[src/rtl/uart_tx_fifo_if.sv]
// Byte-push handshake and status/line signals of the buffered UART transmitter.
// The transmitter drives the slave side; its producer uses the master side.
interface uart_tx_fifo_if #(
    parameter int unsigned FIFO_DEPTH = 16
) ();
    localparam int unsigned LW = $clog2(FIFO_DEPTH) + 1;

    logic          stb_i;
    logic [7:0]    data_i;
    logic          rdy_o;
    logic          tx_o;
    logic          busy_o;
    logic [LW-1:0] level_o;
    logic          ovf_o;

    modport master (
        output stb_i, data_i,
        input  rdy_o, tx_o, busy_o, level_o, ovf_o
    );

    modport slave (
        input  stb_i, data_i,
        output rdy_o, tx_o, busy_o, level_o, ovf_o
    );
endinterface

[src/rtl/uart_tx_fifo.sv]
// Buffered 8-N-1 UART transmitter: bytes queue in a power-of-two FIFO and go out
// LSB-first with no idle gap between consecutive frames.
module uart_tx_fifo #(
    parameter int unsigned CLK_HZ     = 100_000_000,
    parameter int unsigned BAUDRATE   = 115200,
    parameter int unsigned FIFO_DEPTH = 16
) (
    input  logic          clk_i,
    input  logic          rst_ni,
    uart_tx_fifo_if.slave bus
);
    localparam int unsigned DIV = CLK_HZ / BAUDRATE;
    localparam int unsigned CW  = (DIV > 1) ? $clog2(DIV) : 1;
    localparam int unsigned PW  = $clog2(FIFO_DEPTH);
    localparam int unsigned LW  = PW + 1;

    localparam logic [CW-1:0] BaudLoad = CW'(DIV - 1);
    localparam logic [LW-1:0] Full     = LW'(FIFO_DEPTH);

    typedef enum logic [1:0] {StIdle, StStart, StData, StStop} state_e;

    state_e        state_q, state_d;
    logic [CW-1:0] baud_q, baud_d;
    logic [2:0]    bit_q, bit_d;
    logic [7:0]    shift_q, shift_d;
    logic          tx_q, tx_d;

    logic [7:0]    mem_q [FIFO_DEPTH];
    logic [PW-1:0] wr_ptr_q, rd_ptr_q;
    logic [LW-1:0] cnt_q;
    logic          ovf_q;

    logic rdy, push, pop, non_empty;

    // Readiness comes from registered occupancy only; a same-cycle pop never frees a slot.
    assign rdy       = (cnt_q != Full);
    assign push      = bus.stb_i && rdy;
    assign non_empty = (cnt_q != '0);

    always_ff @(posedge clk_i) begin
        if (push) begin
            mem_q[wr_ptr_q] <= bus.data_i;
        end
    end

    always_ff @(posedge clk_i or negedge rst_ni) begin
        if (!rst_ni) begin
            wr_ptr_q <= '0;
            rd_ptr_q <= '0;
            cnt_q    <= '0;
            ovf_q    <= 1'b0;
        end else begin
            if (push) begin
                wr_ptr_q <= wr_ptr_q + PW'(1);
            end
            if (pop) begin
                rd_ptr_q <= rd_ptr_q + PW'(1);
            end
            if (push && !pop) begin
                cnt_q <= cnt_q + LW'(1);
            end else if (pop && !push) begin
                cnt_q <= cnt_q - LW'(1);
            end
            if (bus.stb_i && !rdy) begin
                ovf_q <= 1'b1;
            end
        end
    end

    always_ff @(posedge clk_i or negedge rst_ni) begin
        if (!rst_ni) begin
            state_q <= StIdle;
            baud_q  <= '0;
            bit_q   <= '0;
            shift_q <= '0;
            tx_q    <= 1'b1;
        end else begin
            state_q <= state_d;
            baud_q  <= baud_d;
            bit_q   <= bit_d;
            shift_q <= shift_d;
            tx_q    <= tx_d;
        end
    end

    always_comb begin
        state_d = state_q;
        baud_d  = baud_q;
        bit_d   = bit_q;
        shift_d = shift_q;
        tx_d    = tx_q;
        pop     = 1'b0;
        unique case (state_q)
            StIdle: begin
                if (non_empty) begin
                    pop     = 1'b1;
                    shift_d = mem_q[rd_ptr_q];
                    baud_d  = BaudLoad;
                    tx_d    = 1'b0;
                    state_d = StStart;
                end
            end
            StStart: begin
                if (baud_q == '0) begin
                    baud_d  = BaudLoad;
                    bit_d   = '0;
                    tx_d    = shift_q[0];
                    state_d = StData;
                end else begin
                    baud_d = baud_q - CW'(1);
                end
            end
            StData: begin
                if (baud_q == '0) begin
                    baud_d = BaudLoad;
                    if (bit_q == 3'd7) begin
                        tx_d    = 1'b1;
                        state_d = StStop;
                    end else begin
                        bit_d   = bit_q + 3'd1;
                        shift_d = {1'b0, shift_q[7:1]};
                        tx_d    = shift_q[1];
                    end
                end else begin
                    baud_d = baud_q - CW'(1);
                end
            end
            StStop: begin
                if (baud_q == '0) begin
                    // Chain straight into the next start bit so frames abut.
                    if (non_empty) begin
                        pop     = 1'b1;
                        shift_d = mem_q[rd_ptr_q];
                        baud_d  = BaudLoad;
                        tx_d    = 1'b0;
                        state_d = StStart;
                    end else begin
                        tx_d    = 1'b1;
                        state_d = StIdle;
                    end
                end else begin
                    baud_d = baud_q - CW'(1);
                end
            end
            default: state_d = StIdle;
        endcase
    end

    assign bus.rdy_o   = rdy;
    assign bus.tx_o    = tx_q;
    assign bus.busy_o  = (state_q != StIdle) || non_empty;
    assign bus.level_o = cnt_q;
    assign bus.ovf_o   = ovf_q;
endmodule

[src/flat_wrapper.sv]
// flat-port wrapper written by rule: the top's interface ports become plain ports
module uart_tx_fifo_flat 
#(
    parameter int unsigned CLK_HZ     = 100_000_000,
    parameter int unsigned BAUDRATE   = 115200,
    parameter int unsigned FIFO_DEPTH = 16
)
  (clk_i, rst_ni, bus_stb_i, bus_data_i, bus_rdy_o, bus_tx_o, bus_busy_o, bus_level_o, bus_ovf_o);
  uart_tx_fifo_if #(.FIFO_DEPTH(FIFO_DEPTH)) bus_i ();
  input  logic clk_i;
  input  logic rst_ni;
  input wire logic [$bits(bus_i.stb_i)-1:0] bus_stb_i;
  input wire logic [$bits(bus_i.data_i)-1:0] bus_data_i;
  output wire logic [$bits(bus_i.rdy_o)-1:0] bus_rdy_o;
  output wire logic [$bits(bus_i.tx_o)-1:0] bus_tx_o;
  output wire logic [$bits(bus_i.busy_o)-1:0] bus_busy_o;
  output wire logic [$bits(bus_i.level_o)-1:0] bus_level_o;
  output wire logic [$bits(bus_i.ovf_o)-1:0] bus_ovf_o;
  assign bus_i.stb_i = bus_stb_i;
  assign bus_i.data_i = bus_data_i;
  assign bus_rdy_o = bus_i.rdy_o;
  assign bus_tx_o = bus_i.tx_o;
  assign bus_busy_o = bus_i.busy_o;
  assign bus_level_o = bus_i.level_o;
  assign bus_ovf_o = bus_i.ovf_o;
  uart_tx_fifo #(.CLK_HZ(CLK_HZ), .BAUDRATE(BAUDRATE), .FIFO_DEPTH(FIFO_DEPTH)) u_core (.clk_i(clk_i), .rst_ni(rst_ni), .bus(bus_i));
endmodule
[config.mk]
export PLATFORM = sky130hd
export DESIGN_NAME = uart_tx_fifo_flat
export DESIGN_NICKNAME = d
export VERILOG_FILES = /design/src/rtl/uart_tx_fifo_if.sv /design/src/rtl/uart_tx_fifo.sv /design/src/flat_wrapper.sv
export SDC_FILE = /design/constraint.sdc
export NUM_CORES = 1
export LEC_CHECK = 0
export BUFFER_PORTS_ARGS = -buffer_cell sky130_fd_sc_hd__buf_2
export CAP_MARGIN = 20
export CORE_MARGIN = 5
export CORE_UTILIZATION = 55
export DETAILED_ROUTE_END_ITERATION = 6
export HOLD_SLACK_MARGIN = 0.02
export PLACE_DENSITY = 0.81
export SLEW_MARGIN = 20
export SYNTH_ARGS = -nofsm -noshare
export SYNTH_HDL_FRONTEND = slang
export SYNTH_SLANG_ARGS = --single-unit
[constraint.sdc]
create_clock -name clk_i -period 10 [get_ports clk_i]
set_clock_uncertainty 0.15 [all_clocks]
set_input_delay 2 -clock clk_i [delete_from_list [all_inputs] [get_ports clk_i]]
set_output_delay 2 -clock clk_i [all_outputs]
set_load 0.03 [all_outputs]
==> flow_metrics.env <==
export IMPL_slew_violations=0
export IMPL_htreeDepth=4
export IMPL_synth_ff_type="edfxtp_1"
export IMPL_slowest_stage="nor4_2"
export IMPL_synth_area_leaders="edfxtp_1, dfrtp_1, mux4_2"
export IMPL_grt_max_degree=39
export IMPL_n_antenna_cell=0
export IMPL_hold_viol=0
export IMPL_relSlewSlack=0.331
export IMPL_cp_max_fo=8
export IMPL_status="finished with violations"
export IMPL_cp_end_kind="output pin"
export IMPL_numPortBuffers=19
export IMPL_period_minus_slack_ps=4290
export IMPL_nNetsFinal=496
export IMPL_path_clk_slew_ps=70
export IMPL_maxCapViolations=0
export IMPL_ctsResizeCount=0
export IMPL_place_inst=620
export IMPL_clockBufferDepth=2
export IMPL_violations="DRC"
export IMPL_antenna_left=0
export IMPL_cts_root_buf="clkbuf_16"
export IMPL_cts_hold_buf=0
export IMPL_wl_per_cell_um=21.0
export IMPL_async_flop_share=0.229
export IMPL_synthMostInstantiatedCell="edfxtp_1"
export IMPL_initialDrtViolationCount=548
export IMPL_synth_avg_cell_area_sq_um=16.0
export IMPL_synth_commonest_cells="edfxtp_1, dfrtp_1, mux4_2"
export IMPL_final_cells=651
export IMPL_drive_above_1_share=0.209
export IMPL_vias=3924
export IMPL_leakage_nw=2.82
export IMPL_fmax_ghz=0.233
export IMPL_synth_largest_area_cell="edfxtp_1"
export IMPL_setup_viol=0
export IMPL_grt_pass1_vias=4121
export IMPL_start_kind="flop"
export IMPL_min_path_type="reg -> reg"
export IMPL_dp_hpwl_mm=8.73
export IMPL_area_growth_pct=10.6
export IMPL_rsz0062_at_grt="no"
export IMPL_die_area_sq_um=15500
export IMPL_p_per_area_nw_per_um2=213
export IMPL_arrival_ps=2140
export IMPL_ys_ff_latch=166
export IMPL_worstMarginPinSlew_ps=1000
export IMPL_yosysWarnings=0
export IMPL_place_gp_congestion=0.851
export IMPL_die_y_um=125
export IMPL_worst_setup_path_type="reg -> out"
export IMPL_critPathTopFamily="simple AND/OR/NAND/NOR gates"
export IMPL_path_cells="nor4_2 > nand3_1 > buf_2"
export IMPL_whs_ps=321
export IMPL_overflow=0
export IMPL_design_core_area_sq_um=12800
export IMPL_route_detailed_drc=1
export IMPL_antenna_found_initial=0
export IMPL_fin_setup_tns_ps=0
export IMPL_vias_per_cell=6.03
export IMPL_netlist_area_sq_um=7230
export IMPL_max_stage_delay_ps=730
export IMPL_critPathBufInv=1
export IMPL_ir_worst_vdd_v=0.000155
export IMPL_postSynthCellCount=451
export IMPL_synth_edf_count=128
export IMPL_yosysSeqAreaShare=0.663
export IMPL_synth_top_area_frac=0.531
export IMPL_clock_latency_ps=430
export IMPL_die_w_um=125
export IMPL_required_ps=7850
export IMPL_start_util=0.566
export IMPL_grt_usage=0.187
export IMPL_cts_setup_buffers=0
export IMPL_rows=41
export IMPL_numCtsBuffers=17
export IMPL_synth_distinct_cells=58
export IMPL_timing_final_crit_share=0.429
export IMPL_clkSinkCount=166
export IMPL_finalPower_mw=1.70
export IMPL_cts_tree="built"
export IMPL_syn_num_nets=480
export IMPL_grt_pass1_wl_mm=22.5
export IMPL_drtPass1Iterations=7
export IMPL_finalWirelength_mm=13.7
export IMPL_ios=20
==> layer usage <==
layer | up-vias | GRT usage | wire length, um
li1 | 1776 | - | -
met1 | 2012 | 0.243 | 5550
met2 | 120 | 0.316 | 7230
met3 | 16 | 0.0493 | 747
met4 | 0 | 0.0496 | 160
met5 | - | 0 | 0
==> final timing paths <==
check	slack [ps]	to	startpoint	depth (start not counted)
setup / recovery	5710	bus_busy_o	u_core.bus.level_o[0]$_DFFE_PN0P_	3
hold / removal	320	u_core.bus.tx_o$_DFFE_PN1P_	u_core.bus.tx_o$_DFFE_PN1P_	2
setup reg to reg	6250	u_core.bus.level_o[4]$_DFFE_PN0P_	u_core.baud_q[0]$_DFF_PN0_	14
hold reg to reg	320	u_core.bus.tx_o$_DFFE_PN1P_	u_core.bus.tx_o$_DFFE_PN1P_	2
max in group asynchronous	7560	u_core.rd_ptr_q[0]$_DFFE_PN0P_	rst_ni	1
min in group asynchronous	1540	u_core.baud_q[3]$_DFF_PN0_	rst_ni	1
==> tightest hold or removal path, cell delays in order (launching register included) <==
cell and delay [ps]:
dfstp_2 370, nand2_1 40, o31ai_1 50
==> state kept, by name (all words and copies together), names as in the netlist <==
| name | count |
|---|---|
| u_core.baud_q | 10 |
| u_core.mem_q | 128 |
| u_core.bus.tx_o | 1 |
| u_core.wr_ptr_q | 4 |
| u_core.state_q | 2 |
| u_core.bit_q | 3 |
| u_core.rd_ptr_q | 4 |
| u_core.bus.ovf_o | 1 |
| u_core.bus.level_o | 5 |
| u_core.shift_q | 8 |
==> cell usage in the layout (no fill, tap or decap), types with 2 or more instances in the layout <==
master and instances:
edfxtp_1 128, dfrtp_1 36, mux4_2 33, nor2_1 28
nand2_1 23, inv_1 19, buf_2 19, a21oi_1 18
ha_1 17, clkbuf_16 17, mux2i_1 15, a22o_1 11
xnor2_1 9, o21ai_1 8, a22oi_1 6, o21ai_0 5
nor3_1 4, nor4_1 4, o31ai_1 4, nor3_2 4
o21a_1 3, nand2b_1 3, nand3_1 3, a21o_1 3
a21oi_2 3, clkbuf_1 3, clkinv_4 3, nor4_2 2
a31oi_1 2, o22a_1 2, or3_1 2, xor2_1 2
mux2_1 2, nor2b_1 2, nand4_1 2, clkinv_1 2
clkinvlp_4 2, buf_4 2
==> area by class of cell <==
cell class / count / area [sq um]
multi-input combinational: 242 / 2260
inverter: 19 / 71.3
clock inverter: 11 / 104
clock buffer: 20 / 437
tap: 172 / 215
timing repair buffer: 21 / 110
fill: 883 / 4780
sequential: 166 / 4800
==> power by group <==
| part | internal, mW | total [mW] | switching, mW |
|---|---|---|---|
| logic | 0.0814 | 0.230 | 0.148 |
| clock network | 0.342 | 0.607 | 0.264 |
| registers | 0.820 | 0.865 | 0.0456 |
==> cell families after synthesis <==
| group | Yosys count | share of synthesized area |
|---|---|---|
| compound gates | 76 | 0.0768 |
| simple gates | 86 | 0.0595 |
| fa+ha+maj | 18 | 0.0322 |
| mux | 51 | 0.128 |
| xor+xnor | 11 | 0.0133 |
| buf+inv | 43 | 0.0268 |
| flops | 166 | 0.663 |
==> metrics by stage <==
step | area [sq um] | setup WS, ps | utilization
floorplan | 7230 | 6010 | -
global placement | 7440 | 5900 | 0.582
detailed placement | 7450 | 5770 | 0.583
CTS | 7990 | 5710 | 0.625
global route | 8000 | 5560 | 0.626
finish | 8000 | 5710 | 0.626
(Power assumes the default switching activity.)
